[src/rtl/dmem_arbiter.sv]
// dmem_arbiter: shares one data-memory port between the CPU and a loader.
// Ports: CLK/RST (sync active-high), CPU_* and LD_* request/return, MEM_* memory side.
// Macro DMEM_ARB_STARVE_EN adds a loader starvation counter (limit STARVE_LIMIT).
module dmem_arbiter #(
  parameter int unsigned STARVE_LIMIT = 4
) (
  input  logic        CLK,
  input  logic        RST,
  input  logic        CPU_Req,
  input  logic        CPU_W_En,
  input  logic [2:0]  CPU_Control,
  input  logic [31:0] CPU_Addr,
  input  logic [31:0] CPU_W_Data,
  output logic        CPU_Stall,
  output logic        CPU_R_Valid,
  output logic [31:0] CPU_R_Data,
  input  logic        LD_Req,
  input  logic        LD_W_En,
  input  logic [2:0]  LD_Control,
  input  logic [31:0] LD_Addr,
  input  logic [31:0] LD_W_Data,
  output logic        LD_Gnt,
  output logic        LD_R_Valid,
  output logic [31:0] LD_R_Data,
  output logic        MEM_W_En,
  output logic [2:0]  MEM_Control,
  output logic [31:0] RW_Addr,
  output logic [31:0] W_Data,
  input  logic [31:0] R_Data
);

  typedef enum logic [1:0] {
    IDLE   = 2'd0,
    RD_CPU = 2'd1,
    RD_LD  = 2'd2
  } state_e;

  state_e      state_q, state_d;
  logic [2:0]  ctrl_q, ctrl_d;
  logic [31:0] addr_q, addr_d;

  logic idle;
  logic force_ld;
  logic cpu_win;
  logic ld_win;
  logic mem_we;
  logic rd_cpu;
  logic rd_ld;

  assign idle = (state_q == IDLE);

`ifdef DMEM_ARB_STARVE_EN
  localparam int unsigned CW =
    (STARVE_LIMIT < 1) ? 1 : $clog2(STARVE_LIMIT + 1);

  logic [CW-1:0] cnt_q, cnt_d;

  // Loader has waited long enough: it wins the next idle cycle.
  assign force_ld = (cnt_q == CW'(STARVE_LIMIT));
`else
  assign force_ld = 1'b0;
`endif

  // Force only matters if the loader is actually asking.
  assign cpu_win = idle & CPU_Req & ~(force_ld & LD_Req);
  assign ld_win  = idle & LD_Req & ~cpu_win;

  // Memory-side mux.
  always_comb begin
    MEM_Control = CPU_Control;
    RW_Addr     = CPU_Addr;
    W_Data      = CPU_W_Data;
    mem_we      = 1'b0;
    unique case (1'b1)
      !idle: begin
        MEM_Control = ctrl_q;
        RW_Addr     = addr_q;
        W_Data      = 32'h0;
      end
      ld_win: begin
        MEM_Control = LD_Control;
        RW_Addr     = LD_Addr;
        W_Data      = LD_W_Data;
        mem_we      = LD_W_En;
      end
      default: begin
        mem_we = cpu_win & CPU_W_En;
      end
    endcase
  end

  // Next state and read latch.
  always_comb begin
    state_d = IDLE;
    ctrl_d  = ctrl_q;
    addr_d  = addr_q;
    if (cpu_win && !CPU_W_En) begin
      state_d = RD_CPU;
      ctrl_d  = CPU_Control;
      addr_d  = CPU_Addr;
    end else if (ld_win && !LD_W_En) begin
      state_d = RD_LD;
      ctrl_d  = LD_Control;
      addr_d  = LD_Addr;
    end
  end

`ifdef DMEM_ARB_STARVE_EN
  always_comb begin
    cnt_d = cnt_q;
    if (ld_win) begin
      cnt_d = '0;
    end else if (idle && LD_Req &&
                 cnt_q < CW'(STARVE_LIMIT)) begin
      cnt_d = cnt_q + 1'b1;
    end
  end

  always_ff @(posedge CLK) begin
    if (RST) begin
      cnt_q <= '0;
    end else begin
      cnt_q <= cnt_d;
    end
  end
`endif

  always_ff @(posedge CLK) begin
    if (RST) begin
      state_q <= IDLE;
      ctrl_q  <= 3'b000;
      addr_q  <= 32'h0;
    end else begin
      state_q <= state_d;
      ctrl_q  <= ctrl_d;
      addr_q  <= addr_d;
    end
  end

  // Reset masks every strobe, so a read in flight is dropped.
  assign rd_cpu = (state_q == RD_CPU) & ~RST;
  assign rd_ld  = (state_q == RD_LD) & ~RST;

  assign MEM_W_En    = mem_we & ~RST;
  assign LD_Gnt      = ld_win & ~RST;
  assign CPU_R_Valid = rd_cpu;
  assign CPU_R_Data  = rd_cpu ? R_Data : 32'h0;
  assign LD_R_Valid  = rd_ld;
  assign LD_R_Data   = rd_ld ? R_Data : 32'h0;

  assign CPU_Stall = CPU_Req &
    ~((cpu_win & CPU_W_En) | (state_q == RD_CPU));

endmodule

[config.mk]
export PLATFORM = sky130hd
export DESIGN_NAME = dmem_arbiter
export DESIGN_NICKNAME = d
export VERILOG_FILES = /design/src/rtl/dmem_arbiter.sv
export SDC_FILE = /design/constraint.sdc
export NUM_CORES = 1
export LEC_CHECK = 0
export CAP_MARGIN = 20
export CORE_AREA = 3 3 120 122
export CTS_BUF_LIST = sky130_fd_sc_hd__clkbuf_2
export CTS_CLUSTER_SIZE = 10
export DETAILED_ROUTE_END_ITERATION = 16
export DIE_AREA = 0 0 123 125
export PLACE_DENSITY = 0.71
export SYNTH_ARGS = -nofsm -noshare
export SYNTH_HDL_FRONTEND = slang
export SYNTH_SLANG_ARGS = --single-unit
[constraint.sdc]
create_clock -name CLK -period 2.1 [get_ports CLK]
set_input_delay 0.525 -clock CLK [delete_from_list [all_inputs] [get_ports CLK]]
set_output_delay 0.525 -clock CLK [all_outputs]
set_load 0.01 [all_outputs]
# [After elaboration in Yosys (flattened, before gate mapping)]
# Index checks and enable logic that the tools add are counted.
[totals] reg_bits=37 inputBits=172 wordCells=39
[classes] n_eq_ne=2 mux=12 bitwise=13 reduce_logical=8
[ops] operator="2-to-1 mux 32 bit" count=4
[ops] operator="case mux 32 bit (2 select lines)" count=2
[ops] operator="bitwise AND 1 bit" count=9
[ops] operator="2-to-1 mux 3 bit" count=2
[ops] operator="case mux 3 bit (2 select lines)" count=1
[ops] operator="zero test 1 bit" count=3
[ops] operator="NOT 1 bit" count=3
[ops] operator="== test 2 x 1 -> 1 bit (second input constant)" count=1
[ops] operator="== test 2 bit (second input constant)" count=1
[ops] operator="logical AND 1 bit" count=2
[ops] operator="zero test 2 bit" count=1
[ops] operator="2-to-1 mux 2 bit" count=1
[ops] operator="case mux 1 bit (2 select lines)" count=1
[ops] operator="nonzero test 2 bit" count=1
[ops] operator="OR reduction 2 bit" count=1
[ops] operator="2-to-1 mux 1 bit" count=1
[ops] operator="OR 1 bit" count=1

# [Longest topological paths before layout]
# Gate-level depths: netlist of the first run.
[logic_depth] depth_word=7 ltp_mapped=7 depth_no_buf=3

# [Worst setup path after synthesis of the first run]
# No wires, ideal clock.
[synth_path] path_kind="input to output" start="in CPU_Req" end="out W_Data[0]" t_arrival_ps=1626 slack_ps=-51 path_stages=7 n_path_buf=4 path_cell_list="buf_2 -> nand2b_1 -> clkbuf_1 -> buf_4 -> buf_2 -> nand2_1 -> a21oi_1"
[synth_between] elab_chain_cells=4
[synth_rtl] element="start, declared" line_no="9" rtl="input logic CPU_Req,"
[synth_rtl] element="bitwise AND 1 bit" line_no="65" rtl="assign cpu_win = idle & CPU_Req & ~(force_ld & LD_Req);"
[synth_rtl] element="NOT 1 bit" line_no="66" rtl="assign ld_win = idle & LD_Req & ~cpu_win;"
[synth_rtl] element="bitwise AND 1 bit" line_no="66"
[synth_rtl] element="case mux 32 bit (2 select lines)" line_no="74" rtl="unique case (1'b1)"
[synth_rtl] element="end, declared" line_no="28" rtl="output logic [31:0] W_Data,"
# Every way passes these cells.

# [Final worst setup path of the first run]
[layout_path] start="reg state_q[1]" end="out LD_R_Data[24]"
[layout_between] elab_chain_cells=3
[layout_rtl] element="start, declared" line_no="38" rtl="state_e state_q, state_d;"
[layout_rtl] element="start signal, assigned" line_no="134" rtl="state_q <= state_d;"
[layout_rtl] element="== test 2 bit" line_no="142" rtl="assign rd_ld = (state_q == RD_LD) & ~RST;"
[layout_rtl] element="bitwise AND 1 bit" line_no="142"
[layout_rtl] element="2-to-1 mux 32 bit" line_no="149" rtl="assign LD_R_Data = rd_ld ? R_Data : 32'h0;"
[layout_rtl] element="end, declared" line_no="24" rtl="output logic [31:0] LD_R_Data,"
# Every way passes these cells.

==> results of run 1 <==
==> where the power goes <==
part | switching, mW | total, mW | internal [mW]
Combinational | 0.633 | 1.44 | 0.807
Sequential | 0.0366 | 0.783 | 0.746
Clock | 0.249 | 0.329 | 0.0797
==> critical path, stage by stage, from the launching register on <==
cell and delay [ns]:
dfxtp_4 0.40, buf_6 0.11, nor3b_4 0.14, buf_6 0.13, buf_4 0.13, buf_12 0.13, and2_1 0.15, buf_2 0.14
==> final cells by class <==
type                    instances  area, µm²
clock buffers                   5       25.0
clock inverters                 3       16.3
repair buffers                386       3890
multi-input cells             387       3010
well taps                     176        220
fillers                      1155       5380
inverters                       1       3.75
flip-flops and latches         37        748
==> stage by stage <==
step | util | worst slack, ns | hold slack [ns] | total power [mW] | area (µm²)
CTS | 0.558 | -0.181 | 0.485 | 2.49 | 7420
finish | 0.596 | -0.117 | 0.491 | 2.55 | 7920
global route | 0.596 | -0.222 | 0.512 | 2.70 | 7920
floorplan | - | -0.0125 | 0.450 | 1.29 | 3610
detailed placement | 0.530 | -0.762 | 0.462 | 2.08 | 7040
global placement | 0.530 | -0.742 | 0.457 | 2.06 | 7040
==> cell usage in the layout (no fill, tap or decap), types with 14 or more instances in the layout <==
cell and instances:
o211ai_2 29, dfxtp_1 35, a32oi_1 35, buf_2 82, mux2i_1 34, o21ai_2 31
buf_4 34, buf_6 66, buf_12 14, and2_1 17, a21oi_1 36, a21oi_2 28
clkdlybuf4s50_1 166, nand2_1 80, and2_4 47
==> registers in the layout, indices dropped and copies added, names as in the netlist <==
name     count
state_q      2
ctrl_q       3
addr_q      32
==> metal layers <==
layer / wire [µm] / global-route usage / vias to the layer above
met3: 1560 / 0.0488 / 22
li1: - / - / 2423
met4: 252 / 0.0436 / 2
met2: 9920 / 0.421 / 211
met1: 7290 / 0.265 / 2395
met5: 7 / 0 / -
==> worst max-delay path by stage <==
stage,start,end,slack (ns),cells after the start
finish,state_q[1]$_SDFF_PP0_,LD_R_Data[24],-0.12,7
global route,state_q[0]$_SDFF_PP0_,W_Data[17],-0.22,6
CTS,state_q[1]$_SDFF_PP0_,LD_R_Data[24],-0.18,7
detailed placement,CPU_Req,W_Data[11],-0.76,6
global placement,LD_Req,W_Data[11],-0.74,6
floorplan,CPU_Req,W_Data[0],-0.01,7
==> kinds of logic after synthesis <==
logic type / synth area share
buffers and inverters: 0.0839
and+or+nand+nor: 0.257
muxes: 0.0992
AOI/OAI and AO/OA: 0.350
DFF: 0.210
==> repair_timing <==
action | CTS | global route
resized for setup | 689 | 114
pin swaps | 17 | 29
gates cloned | 16 | 4
setup endpoints to repair | 136 | 136
setup buffers | 20 | 3
hold buffers | 0 | 0
==> impl_metrics.tcl, run 1 <==
set metrics [dict create \
    status "complete, but fails checks" \
    failed_checks "negative setup slack" \
    die-area_um2 15400 \
    area_delta_synth_final_pct 124 \
    maxSlewHeadroom 0.620 \
    drive_gt1_frac 0.482 \
    r2r-end "addr_q[4]$_SDFFE_PP0P_" \
    die_h_um 125 \
    synthDistinctLibCells 25 \
    drt-vias-per-instance 5.08 \
    finalSetupTns_ns -4.11 \
    dp_cells 949 \
    grt_overflow_total 0 \
    max_freq_mhz 451 \
    netlist_area_um2 3530 \
    rrSetupSlack_ns 0.23 \
    dp_hpwl_um 13300 \
    synth_warnings 0 \
    synth.most_common_cell "nand2_1" \
    antenna_found_initial 1 \
    coreArea_um2 13300 \
    hold_path.class "reg2reg" \
    yosysTopAreaCell "dfxtp_1" \
    die_w_um 123 \
    wl_um 19000 \
    synth_seq_cells 37 \
    postRouteAntennaNets 0 \
    nets 990 \
    cts_buffers 5 \
    synth_area_leaders "dfxtp_1, and2_1, nand2_1" \
    syn_inst 483 \
    p_leak_nw 3.46 \
    hold_viol_final 0 \
    fin_ws_ns -0.117 \
    cp_max_fo 5 \
    io_pins 308 \
    syn-num-nets 655 \
    grt_usage 0.226 \
    cp-end-kind "output port" \
    reg2reg_from "state_q[1]$_SDFF_PP0_" \
    power_density_nw_per_um2 322 \
    grt_max_degree 38 \
    worstSetupPathType "reg2out" \
    yosysTopAreaCellShare 0.210 \
    crit_path_start_kind "flip-flop" \
    rows 42 \
    grt_setup_unrepaired "true" \
    max-cap-violations 0 \
    route.vias.total 5053 \
    fin_cells 995 \
    cts_tree "yes" \
    synthArstFlopShare 0 \
    setup_violations 70 \
    grt_pass1_wl_um 28300 \
    synth_edf_count 0 \
    yosysSeqAreaShare 0.210 \
    first_pass_iters 7 \
    drv_slew 0 \
    io_buffers 307 \
    initial_core_util 0.266 \
    routedWlPerCell_um 19.1 \
    r2r_cells 6 \
    cts.clk_slew.worst_paths_ns 0.21 \
    clockBufferDepth 2 \
    clockRootBuffer "clkbuf_2" \
    required_ns 1.57 \
    grt_pass1_vias 5178 \
    min_to "addr_q[29]$_SDFFE_PP0P_" \
    num_antenna_cells 0 \
    first_iter_violations 178 \
    finalCritPeriodShare 1.06 \
    cts_sinks 37 \
    final.min_clock_period_ns 2.22 \
    h-tree-depth 2 \
    holdPathStages 2 \
    gp_congestion 0.887 \
    drc 0 \
    synth-main-ff-cell "dfxtp_1" \
    fin_worst_skew_ns 0.0145 \
    peakVddDrop_uv 179 \
    syn_avg_cell_area_um2 7.32 \
    synthTopCellsByCount "nand2_1, a21oi_1, and2_1, dfxtp_1" \
    hp-start "addr_q[29]$_SDFFE_PP0P_" \
    worstMarginPinSlew_ns 0.570 \
    clkLatencyLatePin_ns 0.37 \
    crit_arrival_ns 1.69 \
]
(Power assumes the default switching activity.)
==> run 2, diff against run 1 <==
- SLEW_MARGIN: default -> 10
==> results of run 2 <==
No change in the layout: final DEF, timing and power equal those of run 1.
==> run 3, diff against run 2 <==
- CORE_AREA: 3 3 120 122 -> 2 2 119 121
- DIE_AREA: 0 0 123 125 -> 0 0 121 123
==> run 3 against run 2 <==
  * The flow still finishes with violations (negative setup slack)
  * Clock skew is 0.014 ns higher
  * Hold slack lost 0.0040 ns
  * Critical path type unchanged
  * Critical path depth is the same
  * First-iteration DRC count rose by 74%
  * Largest power group unchanged
  * Global-route usage is essentially flat
  * Sequential power is 0.5% lower
  * Utilization fell by 1.8 points
  * Cell area down 0.74%
==> impl_metrics.tcl, run 3 (synthesis gave the netlist of run 1 again) <==
set metrics [dict create \
    status "complete, but fails checks" \
    failed_checks "negative setup slack" \
    route.vias.total 5207 \
    power_mw 2.49 \
    die_w_um 121 \
    worstMarginPinSlew_ns 0.561 \
    antenna_found_initial 1 \
    area_delta_synth_final_pct 122 \
    first_iter_violations 310 \
    initial_core_util 0.260 \
    first_pass_iters 4 \
    grt_usage 0.227 \
    power_frac_comb 0.554 \
    cp_common_cell "buf_6" \
    cp_max_fo 8 \
    final.min_clock_period_ns 2.28 \
    rows 43 \
    nets 995 \
    pwr-share-clk 0.133 \
    crit_path_cell_trace "buf_6, nor3b_4, buf_6, buf_16, buf_6, and2_4, buf_6" \
    io_buffers 307 \
    io_pins 308 \
    peakVddDrop_uv 217 \
    whs_ns 0.487 \
    postRouteAntennaNets 0 \
    drive_gt1_frac 0.455 \
    dp_cells 952 \
    clkLatencyLatePin_ns 0.38 \
    largest_register_ffs 32 \
    finalCritPeriodShare 1.09 \
    fin_worst_skew_ns 0.0286 \
    grt_overflow_total 0 \
    drt-vias-per-instance 5.19 \
    cpMaxStageDelayCell "dfxtp_2" \
    required_ns 1.57 \
    cts_buffers 5 \
    switching_share 0.361 \
    cts_sinks 37 \
    cpPeakStageDelay_ns 0.39 \
    p_seq_frac 0.313 \
    layout_commonest_cell "clkdlybuf4s50_1" \
    p_leak_nw 3.41 \
    final_cell_mix "clkdlybuf4s50_1, nand2_1, buf_6" \
    clockBufferDepth 2 \
    gp_congestion 0.841 \
    top_register "addr_q" \
    fin_ws_ns -0.179 \
    die-area_um2 14900 \
    grt_pass1_vias 4976 \
    crit_path_start_kind "flip-flop" \
    num_antenna_cells 0 \
    drc 0 \
    cts.clk_slew.worst_paths_ns 0.21 \
    maxSlewHeadroom 0.626 \
    power_density_nw_per_um2 317 \
    fin_cells 1004 \
    worstSetupPathType "reg2out" \
    cts_tree "yes" \
    grt_pass1_wl_um 27000 \
    hold_path.class "reg2reg" \
    cp-end-kind "output port" \
    wl_um 19600 \
    p_sw_uw 898 \
    p_int_mw 1.59 \
    max_freq_mhz 439 \
    coreArea_um2 13600 \
    drv_slew 0 \
    top_regs "addr_q (32), ctrl_q (3), state_q (2)" \
    crit_arrival_ns 1.75 \
    max-cap-violations 0 \
    setup_violations 118 \
    die_h_um 123 \
    grt_max_degree 38 \
    clockRootBuffer "clkbuf_2" \
    h-tree-depth 2 \
    hold_viol_final 0 \
    dp_hpwl_um 12800 \
    fillers 1197 \
    grt_setup_unrepaired "true" \
    routedWlPerCell_um 19.5 \
]
run 3: cell count changes in the layout (fill, tap and decap cells not counted), moves of 5 or more:
cell / change
buf_6: +25
and2_4: +13
nand2_4: -5
o21ai_2: -17
clkdlybuf4s15_2: +5
o21ai_1: +14
a21oi_1: +8
nand2_2: -10
buf_2: -16
and2_1: -13
nand2_1: +15
run 3: worst paths after layout:
kind              slack, ns                   start                     end  depth (start not counted)
hold reg to reg        0.49  ctrl_q[0]$_SDFFE_PP0P_  ctrl_q[0]$_SDFFE_PP0P_                          2
setup reg to reg       0.05   state_q[0]$_SDFF_PP0_  addr_q[5]$_SDFFE_PP0P_                          7
hold / removal         0.49  ctrl_q[0]$_SDFFE_PP0P_  ctrl_q[0]$_SDFFE_PP0P_                          2
setup / recovery      -0.18   state_q[0]$_SDFF_PP0_           LD_R_Data[16]                          7
run 3: metrics by stage:
| step | worst slack, ns | setup TNS [ns] | utilization | area (µm²) |
|---|---|---|---|---|
| 2_1_floorplan | -0.0125 | -0.250 | - | 3610 |
| 3_3_place_gp | -0.806 | -67.86 | 0.518 | 7050 |
| 3_5_place_dp | -0.789 | -69.68 | 0.518 | 7050 |
| 4_1_cts | -0.197 | -8.28 | 0.543 | 7400 |
| 5_1_grt | -0.256 | -19.72 | 0.578 | 7860 |
| 6_report | -0.179 | -10.31 | 0.578 | 7860 |
run 3: area by class of cell:
type / count / area [µm²] / area share
flip-flops and latches: 37 / 746 / 0.0949
clock inverters: 3 / 17.5 / 0.00223
repair buffers: 390 / 3990 / 0.507
inverters: 1 / 3.75 / 0.000477
well taps: 180 / 225 / 0.0286
clock buffers: 5 / 25.0 / 0.00318
multi-input cells: 388 / 2860 / 0.364
run 3: critical path, delay by kind of cell (launching register included):
kind / cells / cell delay (ns)
buffers and inverters: 5 / 0.60
flip-flops: 1 / 0.39
AND/OR/NAND/NOR: 2 / 0.37
run 3: power groups by stage:
| stage | registers, mW | clock network (mW) | logic [mW] |
|---|---|---|---|
| finish | 0.779 | 0.331 | 1.38 |
| global route | 0.784 | 0.367 | 1.46 |
| CTS | 0.777 | 0.341 | 1.30 |
| detailed placement | 0.791 | 0 | 1.30 |
| global placement | 0.788 | 0 | 1.27 |
| floorplan | 0.784 | 0 | 0.507 |
run 3: metal layers:
metal	GRT usage	wire, µm	vias up
met3	0.0521	1490	27
met5	0	13	-
met2	0.417	10100	243
li1	-	-	2434
met4	0.0451	273	2
met1	0.269	7720	2501
run 3: what timing repair did:
action,CTS,global route
resized for setup,603,157
gates cloned,11,6
buffers inserted,22,6
hold buffers,0,0
pin swaps,27,16
setup endpoints to repair,136,135
